==> config.mk <==
export PLATFORM = sky130hd
export DESIGN_NAME = afe_serial_tx
export DESIGN_NICKNAME = d
export VERILOG_FILES = /design/src/rtl/afe_serial_tx.sv
export SDC_FILE = /design/constraint.sdc
export NUM_CORES = 1
export LEC_CHECK = 0
export ABC_CLOCK_PERIOD_IN_PS = 2950
export CAP_MARGIN = 20
export CELL_PAD_IN_SITES_DETAIL_PLACEMENT = 1
export CELL_PAD_IN_SITES_GLOBAL_PLACEMENT = 2
export CORE_MARGIN = 1.5
export CORE_UTILIZATION = 32
export CTS_CLUSTER_SIZE = 8
export DETAILED_ROUTE_END_ITERATION = 7
export GPL_ROUTABILITY_DRIVEN = 0
export HOLD_SLACK_MARGIN = 0.05
export PLACE_DENSITY = 0.79
export SLEW_MARGIN = 25
export SYNTH_ARGS = -nofsm -noshare
export SYNTH_HDL_FRONTEND = slang
export SYNTH_SLANG_ARGS = --single-unit
export TNS_END_PERCENT = 10
==> constraint.sdc <==
create_clock -name clk -period 2.95 [get_ports clk]
set_clock_uncertainty 0.15 [all_clocks]
set_input_delay 0.4425 -clock clk [delete_from_list [all_inputs] [get_ports clk]]
set_output_delay 0.4425 -clock clk [all_outputs]
set_load 0.01 [all_outputs]
==> src/rtl/afe_serial_tx.sv <==
// rtl/afe_serial_tx.sv - AFE sample frame serializer: start, channel, 16 data bits MSB first, gap.
// Optional internal ramp pattern source under AFE_SERIAL_TX_TEST_PATTERN_EN.
module afe_serial_tx #(
  parameter int GAP_CYCLES = 1,
  parameter int FCW        = 16
) (
  input  logic           clk,
  input  logic           reset,
`ifdef AFE_SERIAL_TX_TEST_PATTERN_EN
  input  logic           test_mode,
`endif
  input  logic           in_valid,
  output logic           in_ready,
  input  logic           in_channel,
  input  logic [15:0]    in_data,
  output logic           tx_bit,
  output logic           busy,
  output logic           frame_done,
  output logic [FCW-1:0] frames_sent
);

  typedef enum logic [2:0] {IDLE, START, CHAN, DATA, GAP} state_t;

  localparam logic [3:0] GAP_LAST = 4'(GAP_CYCLES - 1);

  state_t         state_q, state_d;
  logic           hold_valid_q, hold_valid_d;
  logic           hold_ch_q, hold_ch_d;
  logic [15:0]    hold_data_q, hold_data_d;
  logic           ready_q, ready_d;
  logic           sh_ch_q, sh_ch_d;
  logic [15:0]    sh_data_q, sh_data_d;
  logic [3:0]     idx_q, idx_d;
  logic [3:0]     gap_q, gap_d;
  logic           tx_q, tx_d;
  logic [FCW-1:0] fs_q, fs_d;
  logic           src_valid, src_ch, launch, accept;
  logic [15:0]    src_data;
  logic [3:0]     idx_n;
`ifdef AFE_SERIAL_TX_TEST_PATTERN_EN
  logic           pat_ch_q, pat_ch_d;
  logic [15:0]    pat_data_q, pat_data_d;

  assign in_ready = ready_q & ~test_mode;
`else
  assign in_ready = ready_q;
`endif

  assign accept      = in_valid & in_ready;
  assign idx_n       = idx_q - 4'd1;
  assign tx_bit      = tx_q;
  assign busy        = (state_q != IDLE) || hold_valid_q;
  assign frame_done  = (state_q == GAP) && (gap_q == 4'd0);
  assign frames_sent = fs_q;

  always_comb begin
    state_d     = state_q;
    hold_valid_d = hold_valid_q;
    hold_ch_d   = hold_ch_q;
    hold_data_d = hold_data_q;
    sh_ch_d     = sh_ch_q;
    sh_data_d   = sh_data_q;
    idx_d       = idx_q;
    gap_d       = gap_q;
    tx_d        = 1'b0;
    fs_d        = fs_q;
    launch      = 1'b0;
    src_valid   = hold_valid_q;
    src_ch      = hold_ch_q;
    src_data    = hold_data_q;
`ifdef AFE_SERIAL_TX_TEST_PATTERN_EN
    pat_ch_d    = pat_ch_q;
    pat_data_d  = pat_data_q;
    // A held sample always goes out before the internal pattern resumes.
    if (!hold_valid_q && test_mode) begin
      src_valid = 1'b1;
      src_ch    = pat_ch_q;
      src_data  = pat_data_q;
    end
`endif

    case (state_q)
      IDLE: launch = src_valid;
      START: begin
        state_d = CHAN;
        tx_d    = sh_ch_q;
      end
      CHAN: begin
        state_d = DATA;
        idx_d   = 4'd15;
        tx_d    = sh_data_q[15];
      end
      DATA: begin
        if (idx_q == 4'd0) begin
          state_d = GAP;
          gap_d   = GAP_LAST;
        end else begin
          idx_d = idx_n;
          tx_d  = sh_data_q[idx_n];
        end
      end
      GAP: begin
        if (gap_q == 4'd0) begin
          fs_d    = fs_q + {{(FCW-1){1'b0}}, 1'b1};
          state_d = IDLE;
          launch  = src_valid;
        end else begin
          gap_d = gap_q - 4'd1;
        end
      end
      default: state_d = IDLE;
    endcase

    if (launch) begin
      state_d   = START;
      sh_ch_d   = src_ch;
      sh_data_d = src_data;
      tx_d      = 1'b1;
      if (hold_valid_q) begin
        hold_valid_d = 1'b0;
      end
`ifdef AFE_SERIAL_TX_TEST_PATTERN_EN
      else begin
        pat_ch_d   = ~pat_ch_q;
        pat_data_d = pat_data_q + 16'd1;
      end
`endif
    end

    // Accept only happens with the register empty, so it never collides with a launch.
    if (accept) begin
      hold_valid_d = 1'b1;
      hold_ch_d    = in_channel;
      hold_data_d  = in_data;
    end
    ready_d = ~hold_valid_d;
  end

  always_ff @(posedge clk) begin
    if (reset) begin
      state_q      <= IDLE;
      hold_valid_q <= 1'b0;
      hold_ch_q    <= 1'b0;
      hold_data_q  <= 16'd0;
      ready_q      <= 1'b1;
      sh_ch_q      <= 1'b0;
      sh_data_q    <= 16'd0;
      idx_q        <= 4'd0;
      gap_q        <= 4'd0;
      tx_q         <= 1'b0;
      fs_q         <= '0;
`ifdef AFE_SERIAL_TX_TEST_PATTERN_EN
      pat_ch_q     <= 1'b0;
      pat_data_q   <= 16'd0;
`endif
    end else begin
      state_q      <= state_d;
      hold_valid_q <= hold_valid_d;
      hold_ch_q    <= hold_ch_d;
      hold_data_q  <= hold_data_d;
      ready_q      <= ready_d;
      sh_ch_q      <= sh_ch_d;
      sh_data_q    <= sh_data_d;
      idx_q        <= idx_d;
      gap_q        <= gap_d;
      tx_q         <= tx_d;
      fs_q         <= fs_d;
`ifdef AFE_SERIAL_TX_TEST_PATTERN_EN
      pat_ch_q     <= pat_ch_d;
      pat_data_q   <= pat_data_d;
`endif
    end
  end

endmodule

## After elaboration in Yosys (flattened, before gate mapping)

Cells that the tools add are included.

| storage, ports and cells | value |
|---|---|
| logic and storage cells | 62 |
| bits in registers | 64 |
| input bits | 20 |
| output and inout port bits | 20 |

| cells by class | value |
|---|---|
| muxes and demuxes | 18 |
| reductions and logical operators | 14 |
| bitwise logic cells | 3 |
| $add $sub $neg | 3 |
| equality and inequality tests | 11 |
| order comparisons | 1 |

Operator list:

| cell | number |
|---|---|
| adder 16 x 1 -> 16 bit (second input constant) | 1 |
| case mux 4 bit (2 select lines) | 2 |
| case mux 3 bit (5 select lines) | 1 |
| 2-to-1 mux 4 bit | 3 |
| AND reduction 3 bit | 3 |
| logical NOT 4 bit | 2 |
| != test 2 bit (second input constant) | 4 |
| subtractor 4 x 1 -> 4 bit (second input constant) | 2 |
| 2-to-1 mux 1 bit | 7 |
| == test 3 x 2 -> 1 bit (second input constant) | 2 |
| 2-to-1 mux 3 bit | 2 |
| less-than comparator 4 x 5 -> 1 bit (second input constant) | 1 |
| binary-select mux 1 bit (select 4 bit) | 1 |
| AND reduction 2 bit | 2 |
| nonzero test 2 bit | 2 |
| == test 3 x 1 -> 1 bit (second input constant) | 1 |
| == test 3 bit (second input constant) | 1 |
| logical NOT 3 bit | 1 |
| != test 3 x 2 -> 1 bit (second input constant) | 1 |
| != test 3 bit (second input constant) | 1 |
| case mux 1 bit (3 select lines) | 1 |
| nonzero test 3 bit | 1 |
| != test 2 x 1 -> 1 bit (second input constant) | 1 |
| NOT 1 bit | 2 |
| 5 further kinds | 5 |

## Depth between registers and ports, before layout

Gate-level depths: netlist of the first run.

| depth | value |
|---|---|
| word-level depth | 6 |
| depth in mapped cells | 9 |
| depth with buffers taken out | 7 |

## Worst setup path before layout of the first run

OpenSTA, ideal clock, no wires.

| timing path | value |
|---|---|
| path kind | register to register |
| start point | register idx_q[0] |
| end point | register tx_q (netlist: tx_bit) |
| stages on the path, launching flop included | 10 |
| setup slack | 731 ps |
| data arrival time | 1937 ps |
| clock period less this slack | 2219 ps |
| path buffers | 2 |
| data required time | 2668 ps |
| cell sequence | dfxtp_1 > buf_6 > inv_1 > ha_1 > buf_2 > mux4_1 > mux2_4 > o21ai_2 > a31o_1 > a21oi_1 |

| on the way | value |
|---|---|
| cells in the longest elaborated chain, start to end | 6 |
| elaborated cells between the ends (all ways) | 7 |
| classes of those cells | 1 x add/sub; 5 x mux; 1 x reduce/logical |

RTL lines:

| element | RTL line | source |
|---|---|---|
| from (decl) | 33 | `logic [3:0] idx_q, idx_d;` |
| from (signal assigned) | 164 | `idx_q <= idx_d;` |
| subtractor 4 x 1 -> 4 bit | 50 | `assign idx_n = idx_q - 4'd1;` |
| binary-select mux 1 bit (select 4 bit) | 99 | `tx_d = sh_data_q[idx_n];` |
| 2-to-1 mux 1 bit (not written as such) | 99 |  |
| 2-to-1 mux 1 bit * | 94 | `if (idx_q == 4'd0) begin` |
| case mux 1 bit (3 select lines) * | 82 | `case (state_q)` |
| 2-to-1 mux 1 bit * | 114 | `if (launch) begin` |
| to (signal assigned) | 166 | `tx_q <= tx_d;` |
| to (decl) | 35 | `logic tx_q, tx_d;` |

Every way passes the cells marked *; elsewhere a longest branch is shown, timed or not. The select of a mux whose other input is x is not followed.
A chain may end at the register's enable or synchronous reset.

## Worst setup path in the final report of the first run

| timing path | value |
|---|---|
| start point | register gap_q[0] |
| end point | output frame_done |

| on the way | value |
|---|---|
| cells in the longest elaborated chain, start to end | 2 |

RTL lines:

| element | RTL line | source |
|---|---|---|
| from (decl) | 34 | `logic [3:0] gap_q, gap_d;` |
| from (signal assigned) | 165 | `gap_q <= gap_d;` |
| logical NOT 4 bit | 53 | `assign frame_done = (state_q == GAP) && (gap_q == 4'd0);` |
| logical AND 1 bit | 53 |  |
| to (decl) | 18 | `output logic frame_done,` |

No other way between the ends.

==> tab_implementation.tex, run 1 <==
\begin{tabular}{lr}
\hline
Metric & Value \\
\hline
\multicolumn{2}{l}{\textbf{Pwr}} \\
Leakage power of the design & 1.19 nW \\
Internal power consumption & 1.39 mW \\
Maximum VDD drop & 0.243 mV \\
Seq pwr share & 49.1\% \\
Power per unit of standard cell area & 561 nW/um\^{}2 \\
Clock power share & 38.0\% \\
Sw Share & 27.5\% \\
Gate power share & 12.9\% \\
Reported net switching power & 0.528 mW \\
\multicolumn{2}{l}{\textbf{Clocking}} \\
Post-CTS clock slew at the launch and capture registers of the worst setup and hold paths & 0.07 ns \\
CTS tree & built \\
Clock root buffer master & sky130\_fd\_sc\_hd\_\_clkbuf\_8 \\
Number of buffers created by CTS & 9 \\
H-tree depth reported by CTS & 3 \\
Bufs on Longest Clock Path & 2 \\
Num Clock Sinks & 64 \\
Clk Latency, worst-skew pair & 0.34 ns \\
\multicolumn{2}{l}{\textbf{Die}} \\
Height of the die & 96.7 microns \\
Die Footprint & 9350 sq um \\
Initial core utilization & 32.7\% \\
Die Span X & 96.7 microns \\
Top-level I/O count & 40 \\
Area of the placeable core & 8590 sq um \\
Number of standard-cell rows in the floorplan & 34 \\
\multicolumn{2}{l}{\textbf{Critical path}} \\
Startpoint Class & register \\
Required time of the critical path & 2.36 ns \\
CP Class & reg2out \\
Critical path fanouts, max & 6 \\
Nature of the critical path endpoint & primary output \\
Worst path arrival time & 2.10 ns \\
Minimum setup slack among reg-to-reg paths & 0.41 ns \\
\multicolumn{2}{l}{\textbf{GRT}} \\
Congestion Overflow GR & 0 \\
Largest net degree at the start of global routing & 29 \\
Wire length of the first global-routing pass & 11.3 mm \\
GRT Total Usage & 14.8\% \\
Number of global-route vias before repair & 2349 \\
Number of antenna violations at the first check in global routing & 0 \\
\multicolumn{2}{l}{\textbf{Status}} \\
Outcome & finished, final reports clean \\
\multicolumn{2}{l}{\textbf{Timing}} \\
Aggregate negative setup slack & 0 ns \\
Final worst path period share & 91.2\% \\
Period minus WS final & 2.69 ns \\
Post-route worst hold slack & 0.304 ns \\
Final Hold Viols & 0 \\
Setup repair after global routing missed its margin & false \\
Setup violators final & 0 \\
Slew Limit Fails & 0 \\
Final worst slack & 0.260 ns \\
Max transition margin & 54.2\% \\
Achievable Freq & 372 MHz \\
Transition at the pin with the smallest max-transition slack & 0.687 ns \\
\multicolumn{2}{l}{\textbf{Routing}} \\
WL final & 6.33 mm \\
Via-to-Cell Ratio & 4.82 \\
DRT Pass-1 Iters & 4 \\
Wire length per cell & 13.2 microns \\
Number of nets with antenna violations after detailed routing & 0 \\
Number of DRC violations after detailed routing & 0 \\
Via count & 2312 \\
Iteration-0 DRC Markers & 84 \\
\multicolumn{2}{l}{\textbf{Synth}} \\
Post-synth top flop & sky130\_fd\_sc\_hd\_\_dfxtp\_1 \\
Mean area per synthesized cell & 8.39 sq um \\
Net Count, Synth & 359 \\
Cell taking the most area after synthesis & sky130\_fd\_sc\_hd\_\_dfxtp\_1 \\
Cell types occupying the most area after synthesis & sky130\_fd\_sc\_hd\_\_dfxtp\_1, sky130\_fd\_sc\_hd\_\_nand2\_1, sky130\_fd\_sc\_hd\_\_a21oi\_1, sky130\_fd\_sc\_hd\_\_xnor2\_1, sky130\_fd\_sc\_hd\_\_nor2\_1 \\
Number of different library cells in the post-synthesis netlist & 46 \\
Register bit total from synthesis & 64 \\
Synth warn & 0 \\
Cell area after synthesis & 2810 sq um \\
Number of synthesized flops with an enable pin & 0 \\
Post-synthesis async set-or-reset flop share & 0\% \\
Sequential cell area fraction in the yosys report & 45.6\% \\
Number of instances in the synthesized netlist & 335 \\
Area share of the largest cell type after synthesis & 45.6\% \\
\multicolumn{2}{l}{\textbf{Layout}} \\
Number of standard cells in the final layout excluding fillers & 480 \\
Synth-to-Final Area Change & 21.8\% \\
Fill cell instance count of the final layout & 1022 \\
Diode insertion count for antenna repair & 0 \\
Core utilization of the finished layout & 39.8\% \\
\# nets final & 391 \\
Share of post-route cells with drive strength above 1 & 8.33\% \\
\multicolumn{2}{l}{\textbf{Placement}} \\
Setup Slack @ Placement & 0.420 ns \\
DP HPWL & 4.46 mm \\
Count of input and output buffers & 39 \\
Placed Cells incl. Taps & 464 \\
\multicolumn{2}{l}{\textbf{Job}} \\
Count of maximum capacitance violations & 0 \\
\multicolumn{2}{l}{\textbf{Hold path}} \\
Hold Path Class & reg2reg \\
\hline
\end{tabular}
cell families (layout without fill, tap and decap cells):
family / Yosys count / in the layout / share of synthesized area (%)
AND/OR/NAND/NOR: 146 / 146 / 23.8
AO/OA/AOI/OAI: 68 / 68 / 14.0
flip-flops: 64 / 64 / 45.6
buffers and inverters: 30 / 67 / 5.30
XOR/XNOR: 16 / 16 / 5.25
multiplexers: 7 / 7 / 4.32
adder cells (fa/ha/maj): 4 / 4 / 1.78
path summary, 6_finish.rpt:
| kind | cells after the start | startpoint | endpoint |
|---|---|---|---|
| setup reg to reg | 7 | idx_q[0]$_SDFFE_PP0P_ | tx_bit$_SDFF_PP0_ |
| hold reg to reg | 2 | hold_data_q[9]$_SDFFE_PP0P_ | sh_data_q[9]$_SDFFE_PP0P_ |
| setup / recovery | 5 | gap_q[0]$_SDFFE_PP0P_ | frame_done |
| hold / removal | 2 | hold_data_q[9]$_SDFFE_PP0P_ | sh_data_q[9]$_SDFFE_PP0P_ |
final cells by class:
type,instances,area [sq um],area share (%)
Clock buffer,9,124,3.62
Clock inverter,7,62.6,1.83
Inverter,10,37.5,1.10
Multi-Input combinational cell,241,1380,40.4
Sequential cell,64,1280,37.4
Tap cell,108,135,3.95
Timing Repair Buffer,41,400,11.7
critical path: stages (launching register included):
cell	delay [ns]
sky130_fd_sc_hd__dfxtp_1	0.33
sky130_fd_sc_hd__inv_1	0.09
sky130_fd_sc_hd__ha_1	0.16
sky130_fd_sc_hd__nor3b_2	0.32
sky130_fd_sc_hd__and2_2	0.30
sky130_fd_sc_hd__clkdlybuf4s50_1	0.56
through the flow:
step,power (mW),instance area [sq um]
after global routing,2.02,3420
final,1.92,3420
after floorplan,1.14,2810
after global placement,1.21,3230
after CTS,1.95,3420
after detailed placement,1.22,3230
registers in the layout, indices dropped and copies added, names as in the netlist:
name          count
tx_bit            1
hold_data_q      16
in_ready          1
state_q           3
frames_sent      16
hold_ch_q         1
idx_q             4
sh_ch_q           1
gap_q             4
sh_data_q        16
hold_valid_q      1
power by group through the flow:
stage | sequential, mW | combinational, mW | clock (mW)
2_1_floorplan | 0.943 | 0.192 | 0
3_5_place_dp | 0.963 | 0.252 | 0
5_1_grt | 0.951 | 0.281 | 0.793
4_1_cts | 0.943 | 0.253 | 0.755
6_report | 0.943 | 0.248 | 0.728
3_3_place_gp | 0.962 | 0.243 | 0
Yosys cell counts (3+ instances only):
library cell / count
sky130_fd_sc_hd__or3_1: 5
sky130_fd_sc_hd__nor3b_1: 3
sky130_fd_sc_hd__ha_1: 4
sky130_fd_sc_hd__nand2_1: 79
sky130_fd_sc_hd__xnor2_1: 12
sky130_fd_sc_hd__inv_1: 10
sky130_fd_sc_hd__xor2_1: 3
sky130_fd_sc_hd__and3_1: 4
sky130_fd_sc_hd__nor2_1: 25
sky130_fd_sc_hd__buf_6: 3
sky130_fd_sc_hd__nand4_1: 4
sky130_fd_sc_hd__buf_4: 3
sky130_fd_sc_hd__and2_1: 3
sky130_fd_sc_hd__nor3_1: 8
sky130_fd_sc_hd__clkbuf_1: 12
sky130_fd_sc_hd__nand3b_1: 3
sky130_fd_sc_hd__o21ai_0: 7
sky130_fd_sc_hd__dfxtp_1: 64
sky130_fd_sc_hd__a21oi_1: 44
sky130_fd_sc_hd__a211oi_1: 7
cells in the final DEF, fill, tap and decap left out, types with 2 or more instances in the layout:
cell type,synthesis,final
sky130_fd_sc_hd__clkdlybuf4s50_1,0,38
sky130_fd_sc_hd__clkbuf_8,0,9
sky130_fd_sc_hd__nand3b_1,3,3
sky130_fd_sc_hd__a21oi_1,44,44
sky130_fd_sc_hd__mux4_1,2,2
sky130_fd_sc_hd__nor3_1,8,8
sky130_fd_sc_hd__nor2_1,25,25
sky130_fd_sc_hd__nor3b_2,2,2
sky130_fd_sc_hd__nand2_1,79,79
sky130_fd_sc_hd__buf_4,3,2
sky130_fd_sc_hd__mux2i_1,2,2
sky130_fd_sc_hd__inv_1,10,10
sky130_fd_sc_hd__and3_1,4,4
sky130_fd_sc_hd__nand3_1,2,2
sky130_fd_sc_hd__o21ai_0,7,7
sky130_fd_sc_hd__a211oi_1,7,7
sky130_fd_sc_hd__xor2_1,3,3
sky130_fd_sc_hd__nand4_1,4,4
sky130_fd_sc_hd__nor3b_1,3,3
sky130_fd_sc_hd__clkinv_2,0,5
sky130_fd_sc_hd__dfxtp_1,64,64
sky130_fd_sc_hd__and2_1,3,2
sky130_fd_sc_hd__or3_1,5,5
sky130_fd_sc_hd__nand2b_1,2,2
sky130_fd_sc_hd__xnor2_1,12,12
sky130_fd_sc_hd__ha_1,4,4
what timing repair did:
item,4_1_cts,5_1_grt
setup endpoints to repair,0,1
buffers inserted,0,0
hold buffers,0,0
resized for setup,0,1
hold endpoints to repair,0,0
metal layers:
metal	track usage (%)	share of wire, %	up-vias
met2	23.1	45	25
met5	0	0	-
met4	7.02	2.2	0
met3	2.67	1.9	12
met1	19.9	51	1085
li1	-	-	1190
(Power assumes the default switching activity.)
==> inputs of run 2 (changes only) <==
--- a/config.mk
+++ b/config.mk
@@ -5,12 +5,12 @@
 export SDC_FILE = /design/constraint.sdc
 export NUM_CORES = 1
 export LEC_CHECK = 0
-export ABC_CLOCK_PERIOD_IN_PS = 2950
+export ABC_AREA = 1
 export CAP_MARGIN = 20
 export CELL_PAD_IN_SITES_DETAIL_PLACEMENT = 1
 export CELL_PAD_IN_SITES_GLOBAL_PLACEMENT = 2
 export CORE_MARGIN = 1.5
-export CORE_UTILIZATION = 32
+export CORE_UTILIZATION = 30
 export CTS_CLUSTER_SIZE = 8
 export DETAILED_ROUTE_END_ITERATION = 7
 export GPL_ROUTABILITY_DRIVEN = 0
==> run 2 against run 1 <==
  * Die area grew 9.3%
  * Hold slack gained 0.018 ns
  * Combinational power grew 17%
  * Critical path depth grew 2
  * Cell area grew 6.2%
  * First-iteration DRC count shrank 29%
  * Largest cell class unchanged
  * Clock-buffer cell count grew 1
  * Highest routed layer unchanged
==> tab_implementation.tex, run 2 <==
\begin{tabular}{lr}
\hline
Metric & Value \\
\hline
\multicolumn{2}{l}{\textbf{Clocking}} \\
Cts hold-fix bufs & 0 (unchanged) \\
H-tree depth reported by CTS & 3 (unchanged) \\
Number of buffers created by CTS & 9 (unchanged) \\
Num Clock Sinks & 64 (unchanged) \\
CTS resizes & 0 (unchanged) \\
Clk Latency, worst-skew pair & 0.35 ns (about the same) \\
Clock root buffer master & sky130\_fd\_sc\_hd\_\_clkbuf\_8 \\
CTS tree & built \\
Post-CTS clock slew at the launch and capture registers of the worst setup and hold paths & 0.07 ns (about the same) \\
Bufs on Longest Clock Path & 2 (unchanged) \\
Setup Buffers After CTS & 0 (unchanged) \\
\multicolumn{2}{l}{\textbf{Synth}} \\
Cell types occupying the most area after synthesis & sky130\_fd\_sc\_hd\_\_dfxtp\_1, sky130\_fd\_sc\_hd\_\_nor2\_1, sky130\_fd\_sc\_hd\_\_nand2\_1, sky130\_fd\_sc\_hd\_\_o21ai\_0, sky130\_fd\_sc\_hd\_\_nand3\_1 \\
Most numerous cell types in the synthesized netlist & sky130\_fd\_sc\_hd\_\_nor2\_1, sky130\_fd\_sc\_hd\_\_nand2\_1, sky130\_fd\_sc\_hd\_\_dfxtp\_1 \\
Area share of the largest cell type after synthesis & 44.4\% (-1.2 points) \\
Synth warn & 0 (unchanged) \\
Post-synthesis async set-or-reset flop share & 0\% (unchanged) \\
Most frequent cell after synthesis & sky130\_fd\_sc\_hd\_\_nor2\_1 \\
Net Count, Synth & 429 (+19\%) \\
Cell area after synthesis & 2890 sq um (+2.8\%) \\
Number of different library cells in the post-synthesis netlist & 33 (-28\%) \\
Number of instances in the synthesized netlist & 405 (+21\%) \\
Post-synth top flop & sky130\_fd\_sc\_hd\_\_dfxtp\_1 \\
Sequential cell area fraction in the yosys report & 44.4\% (-1.2 points) \\
Register bit total from synthesis & 64 (unchanged) \\
Mean area per synthesized cell & 7.13 sq um (-15\%) \\
Number of synthesized flops with an enable pin & 0 (unchanged) \\
Cell taking the most area after synthesis & sky130\_fd\_sc\_hd\_\_dfxtp\_1 \\
\multicolumn{2}{l}{\textbf{Pwr}} \\
Clock power share & 40.7\% (+2.7 points) \\
Internal power consumption & 1.54 mW (+11\%) \\
Reported net switching power & 0.565 mW (+7.1\%) \\
Power per unit of standard cell area & 580 nW/um\^{}2 (+3.5\%) \\
Leakage power of the design & 1.37 nW (+15\%) \\
Gate power share & 13.8\% (+0.9 points) \\
Seq pwr share & 45.5\% (-3.6 points) \\
Maximum VDD drop & 0.243 mV (-0.28\%) \\
Sw Share & 26.8\% (-0.70 points) \\
\multicolumn{2}{l}{\textbf{Timing}} \\
Transition at the pin with the smallest max-transition slack & 0.486 ns (-0.201 ns) \\
Achievable Freq & 370 MHz (-0.50\%) \\
Setup violators final & 0 (unchanged) \\
Setup repair after global routing missed its margin & false \\
Post-route worst hold slack & 0.322 ns (+0.0184 ns) \\
Slew Limit Fails & 0 (unchanged) \\
Final Hold Viols & 0 (unchanged) \\
Period minus WS final & 2.70 ns (+0.0136 ns) \\
Aggregate negative setup slack & 0 ns (unchanged) \\
Final worst path period share & 91.7\% (+0.46 points) \\
Max transition margin & 67.4\% (+13 points) \\
\multicolumn{2}{l}{\textbf{Critical path}} \\
Minimum setup slack among reg-to-reg paths & 0.76 ns (+0.35 ns) \\
Startpoint Class & register \\
Most prevalent standard cell on the critical path & sky130\_fd\_sc\_hd\_\_inv\_1 \\
Endpoint of the worst-slack reg-to-reg timing path & tx\_bit\$\_SDFF\_PP0\_ \\
Nature of the critical path endpoint & primary output \\
Ordered list of cells on the worst path & inv\_1, ha\_1, nand3\_1, inv\_1, nand2\_4, clkinv\_1, clkdlybuf4s50\_1 \\
Reg2Reg Launch Point & idx\_q[0]\$\_SDFFE\_PP0P\_ \\
Required time of the critical path & 2.36 ns (about the same) \\
Kind of cell adding the most delay to the critical path & buffers and inverters \\
Worst path arrival time & 2.11 ns (about the same) \\
Critical path fanouts, max & 12 (+6) \\
Path depth of the worst reg2reg path & 10 (+3) \\
CP Buf/Inv Count & 4 (+2) \\
CP Class & reg2out \\
Crit-path max cell delay & 0.55 ns (about the same) \\
Cell type of the slowest stage on the worst timing path & sky130\_fd\_sc\_hd\_\_clkdlybuf4s50\_1 \\
\multicolumn{2}{l}{\textbf{Hold path}} \\
Hold Path Class & reg2reg \\
Source of the worst hold timing path & gap\_q[0]\$\_SDFFE\_PP0P\_ \\
Hold path depth & 2 (unchanged) \\
Worst Hold End & gap\_q[0]\$\_SDFFE\_PP0P\_ \\
\multicolumn{2}{l}{\textbf{Layout}} \\
Synth-to-Final Area Change & 25.8\% \\
Most common library cell in the layout ignoring fill and taps & sky130\_fd\_sc\_hd\_\_nor2\_1 \\
Core utilization of the finished layout & 39.1\% (-0.68 points) \\
Most used cells in the layout excluding fill and tap cells & sky130\_fd\_sc\_hd\_\_nor2\_1, sky130\_fd\_sc\_hd\_\_nand2\_1, sky130\_fd\_sc\_hd\_\_dfxtp\_1, sky130\_fd\_sc\_hd\_\_clkdlybuf4s50\_1, sky130\_fd\_sc\_hd\_\_o21ai\_0 \\
Fill cell instance count of the final layout & 1193 (+17\%) \\
\# nets final & 470 (+20\%) \\
Diode insertion count for antenna repair & 0 (unchanged) \\
Share of post-route cells with drive strength above 1 & 8.43\% (+0.092 points) \\
Finished layout cell area & 3630 sq um (+6.2\%) \\
\multicolumn{2}{l}{\textbf{GRT}} \\
Wire length of the first global-routing pass & 12.6 mm (+11\%) \\
GRT Total Usage & 15.8\% (+0.96 points) \\
Congestion Overflow GR & 0 (unchanged) \\
Largest net degree at the start of global routing & 47 (+62\%) \\
Number of global-route vias before repair & 2662 (+13\%) \\
Number of antenna violations at the first check in global routing & 0 (unchanged) \\
\multicolumn{2}{l}{\textbf{Die}} \\
Die Span X & 101 microns (+4.5\%) \\
Height of the die & 101 microns (+4.5\%) \\
Number of standard-cell rows in the floorplan & 35 (+2.9\%) \\
Area of the placeable core & 9280 sq um (+8.0\%) \\
Top-level I/O count & 40 (unchanged) \\
Initial core utilization & 31.1\% (-1.6 points) \\
Die Footprint & 10200 sq um (+9.3\%) \\
\multicolumn{2}{l}{\textbf{Placement}} \\
Area post-placement & 3410 sq um (+5.3\%) \\
DP HPWL & 5.52 mm (+24\%) \\
Count of input and output buffers & 39 (unchanged) \\
\multicolumn{2}{l}{\textbf{Routing}} \\
Via-to-Cell Ratio & 4.59 (-4.7\%) \\
WL final & 7.39 mm (+17\%) \\
Via count & 2661 (+15\%) \\
DRT Pass-1 Iters & 5 (+1) \\
Wire length per cell & 12.7 microns (-3.4\%) \\
Number of nets with antenna violations after detailed routing & 0 (unchanged) \\
Number of DRC violations after detailed routing & 0 (unchanged) \\
Iteration-0 DRC Markers & 60 (-29\%) \\
\multicolumn{2}{l}{\textbf{Job}} \\
Count of maximum capacitance violations & 0 (unchanged) \\
\multicolumn{2}{l}{\textbf{Status}} \\
Outcome & finished, final reports clean \\
\hline
\end{tabular}
run 2: metrics by stage:
| step | total power, mW | instances | setup slack, ns |
|---|---|---|---|
| floorplan | 1.17 | 405 | 1.14 |
| global placement | 1.26 | 564 | 0.637 |
| detailed placement | 1.27 | 564 | 0.588 |
| CTS | 2.14 | 580 | 0.200 |
| global route | 2.23 | 580 | 0.0799 |
| finish | 2.11 | 580 | 0.246 |
run 2: per-layer routing:
metal  global-route usage, %  part of all wire [%]
met1                    21.9                    53
met2                    24.2                    43
met3                    3.33                   2.8
met4                    5.77                   1.3
met5                       0                     0
run 2: worst register-to-register path, delay by kind of cell, from the launching register on:
family        cells  cell delay, ns
flops             1            0.53
simple gates      6            0.49
buf+inv           3            0.48
fa+ha+maj         1            0.45
run 2: worst max-delay path by stage:
| stage | start | end | slack (ns) | depth (start not counted) |
|---|---|---|---|---|
| after global routing | gap_q[0]$_SDFFE_PP0P_ | frame_done | 0.08 | 7 |
| after detailed placement | gap_q[0]$_SDFFE_PP0P_ | frame_done | 0.59 | 7 |
| after global placement | gap_q[0]$_SDFFE_PP0P_ | frame_done | 0.64 | 7 |
| final | gap_q[0]$_SDFFE_PP0P_ | frame_done | 0.25 | 7 |
| after CTS | gap_q[0]$_SDFFE_PP0P_ | frame_done | 0.20 | 7 |
| after floorplan | idx_q[0]$_SDFFE_PP0P_ | tx_bit$_SDFF_PP0_ | 1.14 | 12 |
run 2: cell type report:
type / count / area (sq um) / area share [%]
multi-input cells: 287 / 1390 / 38.2
repair buffers: 43 / 420 / 11.6
clock buffers: 10 / 138 / 3.79
clock inverters: 6 / 90.1 / 2.48
inverters: 41 / 154 / 4.24
flip-flops and latches: 64 / 1280 / 35.3
well taps: 129 / 161 / 4.44
run 2: cells by family after synthesis:
logic type	count (synthesis)	synth area share, %
AO/OA/AOI/OAI	66	12.0
XOR/XNOR	5	1.52
adder cells (fa/ha/maj)	4	1.73
buffers and inverters	54	7.54
flip-flops	64	44.4
AND/OR/NAND/NOR	212	32.8
run 2: power by group through the flow:
stage	Sequential (mW)	Combinational, mW	Clock [mW]
after CTS	0.961	0.295	0.884
after global placement	0.978	0.286	0
final	0.960	0.291	0.857
after global routing	0.967	0.337	0.922
after floorplan	0.966	0.204	0
after detailed placement	0.981	0.294	0
==> RTL edit 1 (config.mk and constraints of run 2) <==
Set the parameter `FCW` to 32 (it was 16).
--- a/src/rtl/afe_serial_tx.sv
+++ b/src/rtl/afe_serial_tx.sv
@@ -4,3 +4,3 @@
   parameter int GAP_CYCLES = 1,
-  parameter int FCW        = 16
+  parameter int FCW        = 32
 ) (
Interface: changed (resized frames_sent); port bits go from 40 to 56. No check against the original RTL was run, so the function may have changed too.
==> RTL edit 1 against run 2 <==
Sequential cell count is 16 higher; routed wire length is 62% higher; design area is 38% higher; via count is 50% higher; worst hold slack worse by 0.0028 ns; sequential share of layout area is 3.4 points lower; cell count is 43% higher; synthesized cell count is 48% higher; power is 28% higher; setup slack better by 0.17 ns; combinational power is 1% lower; first-iteration DRC count grew to 3.2 times the old value; area after synthesis is 38% higher; critical path type unchanged; highest routed layer unchanged.
==> RTL edit 1: results (changes against run 2) <==
grt:
  grt_pass1_vias: 4113  # +55%
  use_met2: 0.3219  # +0.07982
  grt_pass1_wl_mm: 20.07  # +59%
  met1_usage: 0.2139  # -0.004901
  grt_max_degree: 51  # +8.5%
  grt_usage: 0.1820  # +0.02421
  gr-usage-met3: 0.04554  # +0.01226
yosys:
  syn-num-nets: 623  # +45%
  ys_seq_area_frac: 0.4031  # -0.04052
  synth_fa_ha_area_frac: 0.01260  # -0.004733
  synth_xor_area_frac: 0.01543  # +0.0002684
  yosys-top-cells-count: "nand2_1, nor2_1, dfxtp_1"
  yosys-top-cells-area: "dfxtp_1, nand2_1, nor2_1, o21ai_0, a21oi_1"
  synthMuxAreaShare: 0  # unchanged
  synth_compound_area_frac: 0.1080  # -0.01199
drt:
  routed_wl_mm: 12.00  # +62%
  num_vias: 3982  # +50%
  firstDrtPassIters: 4  # -1
  drt_iter0_drc: 189  # +220%
critical_path:
  cp_max_fo: 10  # -2
  reg2reg_slack_ns: 0.79  # +0.03 ns
  crit_path_end: "frame_done"
  r2r_cells: 9  # -1
  cpPeakStageDelay_ns: 0.59  # +0.04 ns
  timing.rr.end: "gap_q[2]$_SDFFE_PP0P_"
  r2r-start: "idx_q[0]$_SDFFE_PP0P_"
cts:
  htreeDepth: 3  # unchanged
  root_buffer: "clkbuf_16"
  cts_setup_buffers: 0  # unchanged
  clkSlewWorstSetupHoldPaths_ns: 0.07  # about the same
final_layout:
  layout-drive-gt1-share: 0.07154  # -0.01272
  fillerInstances: 1623  # +36%
  largest_reg_flops: 32
  nets: 676  # +44%
placed_design:
  portBuffers: 55  # +41%
  hpwl_mm: 8.961  # +62%
worst_hold_path:
  hp-class: "reg -> reg"
power:
  switching_share: 0.2573  # -0.01087
  power.leakage_nw: 1.853  # +36%
  peakVddDrop_v: 0.0002625  # +8.1%
sta:
  worstMarginPinSlew_ns: 0.4696  # -0.01628 ns
status:
  status: "finished, final reports clean"
RTL edit 1: changes by cell type after synthesis, sizes merged, moves of 6 or more:
cell and delta:
a21oi +11, clkbuf +6, dfxtp +16, nand2 +102, nand3b +13, nor2 +48
RTL edit 1: logic make-up (layout without fill, tap and decap cells):
family | Yosys count | count (layout)
simple gates | 366 | 366
compound gates | 82 | 82
flops | 80 | 80
buf+inv | 60 | 118
xor+xnor | 7 | 7
fa+ha+maj | 4 | 4
RTL edit 1: power by group through the flow:
stage	Sequential, mW	Clock, mW	Combinational, mW
6_report	1.17	1.23	0.287
5_1_grt	1.18	1.32	0.331
4_1_cts	1.18	1.27	0.293
3_5_place_dp	1.20	0	0.291
3_3_place_gp	1.20	0	0.279
2_1_floorplan	1.19	0	0.196
RTL edit 1: how the worst min path moves through the flow:
stage	from	end	slack, ns	cells after the start
finish	gap_q[0]$_SDFFE_PP0P_	gap_q[0]$_SDFFE_PP0P_	0.32	2
global route	gap_q[0]$_SDFFE_PP0P_	gap_q[0]$_SDFFE_PP0P_	0.34	2
CTS	gap_q[0]$_SDFFE_PP0P_	gap_q[0]$_SDFFE_PP0P_	0.32	2
detailed placement	gap_q[0]$_SDFFE_PP0P_	gap_q[0]$_SDFFE_PP0P_	0.31	2
global placement	gap_q[0]$_SDFFE_PP0P_	gap_q[0]$_SDFFE_PP0P_	0.30	2
floorplan	gap_q[0]$_SDFFE_PP0P_	gap_q[0]$_SDFFE_PP0P_	0.29	2
RTL edit 1: final cells by class:
type	instances	share of cell area
Inverter	41	0.03061
Timing Repair Buffer	61	0.1185
Multi-Input combinational cell	459	0.4256
Clock inverter	6	0.01842
Clock buffer	10	0.04555
Sequential cell	80	0.3186
Tap cell	172	0.04281
RTL edit 1: per-stage QoR:
stage | hold slack [ns] | total power [mW] | worst slack, ns | instance area, um^2 | instances
6_report | 0.3196 | 2.691 | 0.4171 | 5027 | 829
5_1_grt | 0.3443 | 2.827 | 0.3116 | 5027 | 829
3_5_place_dp | 0.3138 | 1.492 | 0.7609 | 4706 | 813
2_1_floorplan | 0.2943 | 1.382 | 1.123 | 3973 | 599
4_1_cts | 0.3243 | 2.738 | 0.3661 | 5027 | 829
3_3_place_gp | 0.3027 | 1.477 | 0.7807 | 4706 | 813
RTL edit 1: critical path, delay by kind of cell, from the launching register on:
kind | cells | cell delay, ns
flip-flops | 1 | 0.31
adder cells (fa/ha/maj) | 1 | 0.18
AND/OR/NAND/NOR | 2 | 0.39
buffers and inverters | 2 | 0.71
RTL edit 1: per-layer routing:
layer / part of all wire / routed length, um
met2: 0.51 / 6069
met4: 0.015 / 176
met3: 0.027 / 327
met1: 0.45 / 5422
met5: 0 / 0
==> RTL edit 2 (flow settings as in run 2) <==
Made on the original files. `hold_data_q` no longer has a reset.
--- a/src/rtl/afe_serial_tx.sv
+++ b/src/rtl/afe_serial_tx.sv
@@ -143,3 +143,2 @@
       hold_ch_q    <= 1'b0;
-      hold_data_q  <= 16'd0;
       ready_q      <= 1'b1;
@@ -159,3 +158,2 @@
       hold_ch_q    <= hold_ch_d;
-      hold_data_q  <= hold_data_d;
       ready_q      <= ready_d;
@@ -174,2 +172,6 @@
 
+  always_ff @(posedge clk) begin
+    hold_data_q <= hold_data_d;
+  end
+
 endmodule
Behaviour: no difference found for any inputs over 10 cycles, from zero or initial values and one cycle with reset high; that may be too few to reach the edited logic, so the function may still have changed.
==> RTL edit 2 against run 2 <==
Setup slack better by 0.12 ns; synthesized cell count decreased by 12%; power fell by 3.8%; area after synthesis is 2.3% lower; sequential cell count unchanged; critical path depth decreased by 2; design area down 2.6%; routed wire length down 5.0%; largest power group unchanged.
==> RTL edit 2: results (changes against run 2) <==
final_layout:
  fillerInstances: 1130  # -5.3%
  clkCellAreaFrac: 0.06188  # -0.0007910
  layout-drive-gt1-share: 0.07862  # -0.005633
  seqCellArea_mm2: 0.001441  # +12%
  fin_cells: 518  # -11%
  inverters_excl_clock: 39  # -4.9%
  nets: 426  # -9.4%
  areaGrowthSynthToFinish_pct: 25.35
  bufAreaShareNonClock: 0.1188  # +0.003109
  multi_input_comb_area_mm2: 0.001172  # -16%
grt:
  grt_usage: 0.1524  # -0.005449
  met1_usage: 0.2027  # -0.01609
  grt_max_degree: 21  # -55%
  grt_pass1_wl_mm: 11.86  # -5.9%
  gr-usage-met3: 0.04596  # +0.01267
yosys:
  synth_fa_ha_area_frac: 0.01773  # +0.0003995
  ys_seq_area_frac: 0.5106  # +0.06696
  synth_compound_area_frac: 0.1068  # -0.01319
  syn-num-nets: 381  # -11%
  yosys-top-cells-area: "dfxtp_1, edfxtp_1, nand2_1, nor2_1, nand3_1"
  synth-edff-count: 16  # +16
  yosys-top-cells-count: "nand2_1, nor2_1, dfxtp_1"
  syn_area_per_cell_um2: 7.907  # +11%
drt:
  wl_met1_mm: 3.503  # -10%
  wire_per_inst_um: 13.55  # +6.3%
  route.met2.wl_mm: 3.278  # +2.7%
  num_vias: 2452  # -7.9%
floorplanning:
  fp.dieW_um: 100  # -1.1%
placed_design:
  place_worst_setup_slack_ns: 0.7081  # +0.1202 ns
  placed_area_mm2: 0.003319  # -2.5%
  hpwl_mm: 5.107  # -7.4%
status:
  status: "finished, final reports clean"
critical_path:
  cpPeakStageDelay_ns: 0.59  # +0.04 ns
  cp.arrival_ns: 2.00  # -0.11 ns
power:
  peakVddDrop_v: 0.0002960  # +22%
sta:
  worstMarginPinSlew_ns: 0.5221  # +0.03628 ns
[RTL edit 2: cell types whose count changed in the layout (fill, tap and decap cells not counted), moves of 3 or more]
cell      delta
nor2_1      -33
o21ai_0     -20
dfxtp_1     -16
edfxtp_1    +16
o21ai_1      +7
nand2_1      +5
nor3_1       +4
nand2_2      -3
[RTL edit 2: power breakdown]
group	internal [mW]	switching [mW]	total (mW)
logic	0.0888	0.130	0.218
clock network	0.475	0.363	0.839
registers	0.948	0.0231	0.972
[RTL edit 2: path summary, 6_finish.rpt]
kind              slack, ns  depth (start not counted)             startpoint                         to
setup / recovery       0.36                          5  gap_q[0]$_SDFFE_PP0P_                 frame_done
hold / removal         0.32                          2  gap_q[0]$_SDFFE_PP0P_      gap_q[0]$_SDFFE_PP0P_
setup reg to reg       0.82                          9  gap_q[0]$_SDFFE_PP0P_  sh_data_q[8]$_SDFFE_PP0P_
hold reg to reg        0.32                          2  gap_q[0]$_SDFFE_PP0P_      gap_q[0]$_SDFFE_PP0P_
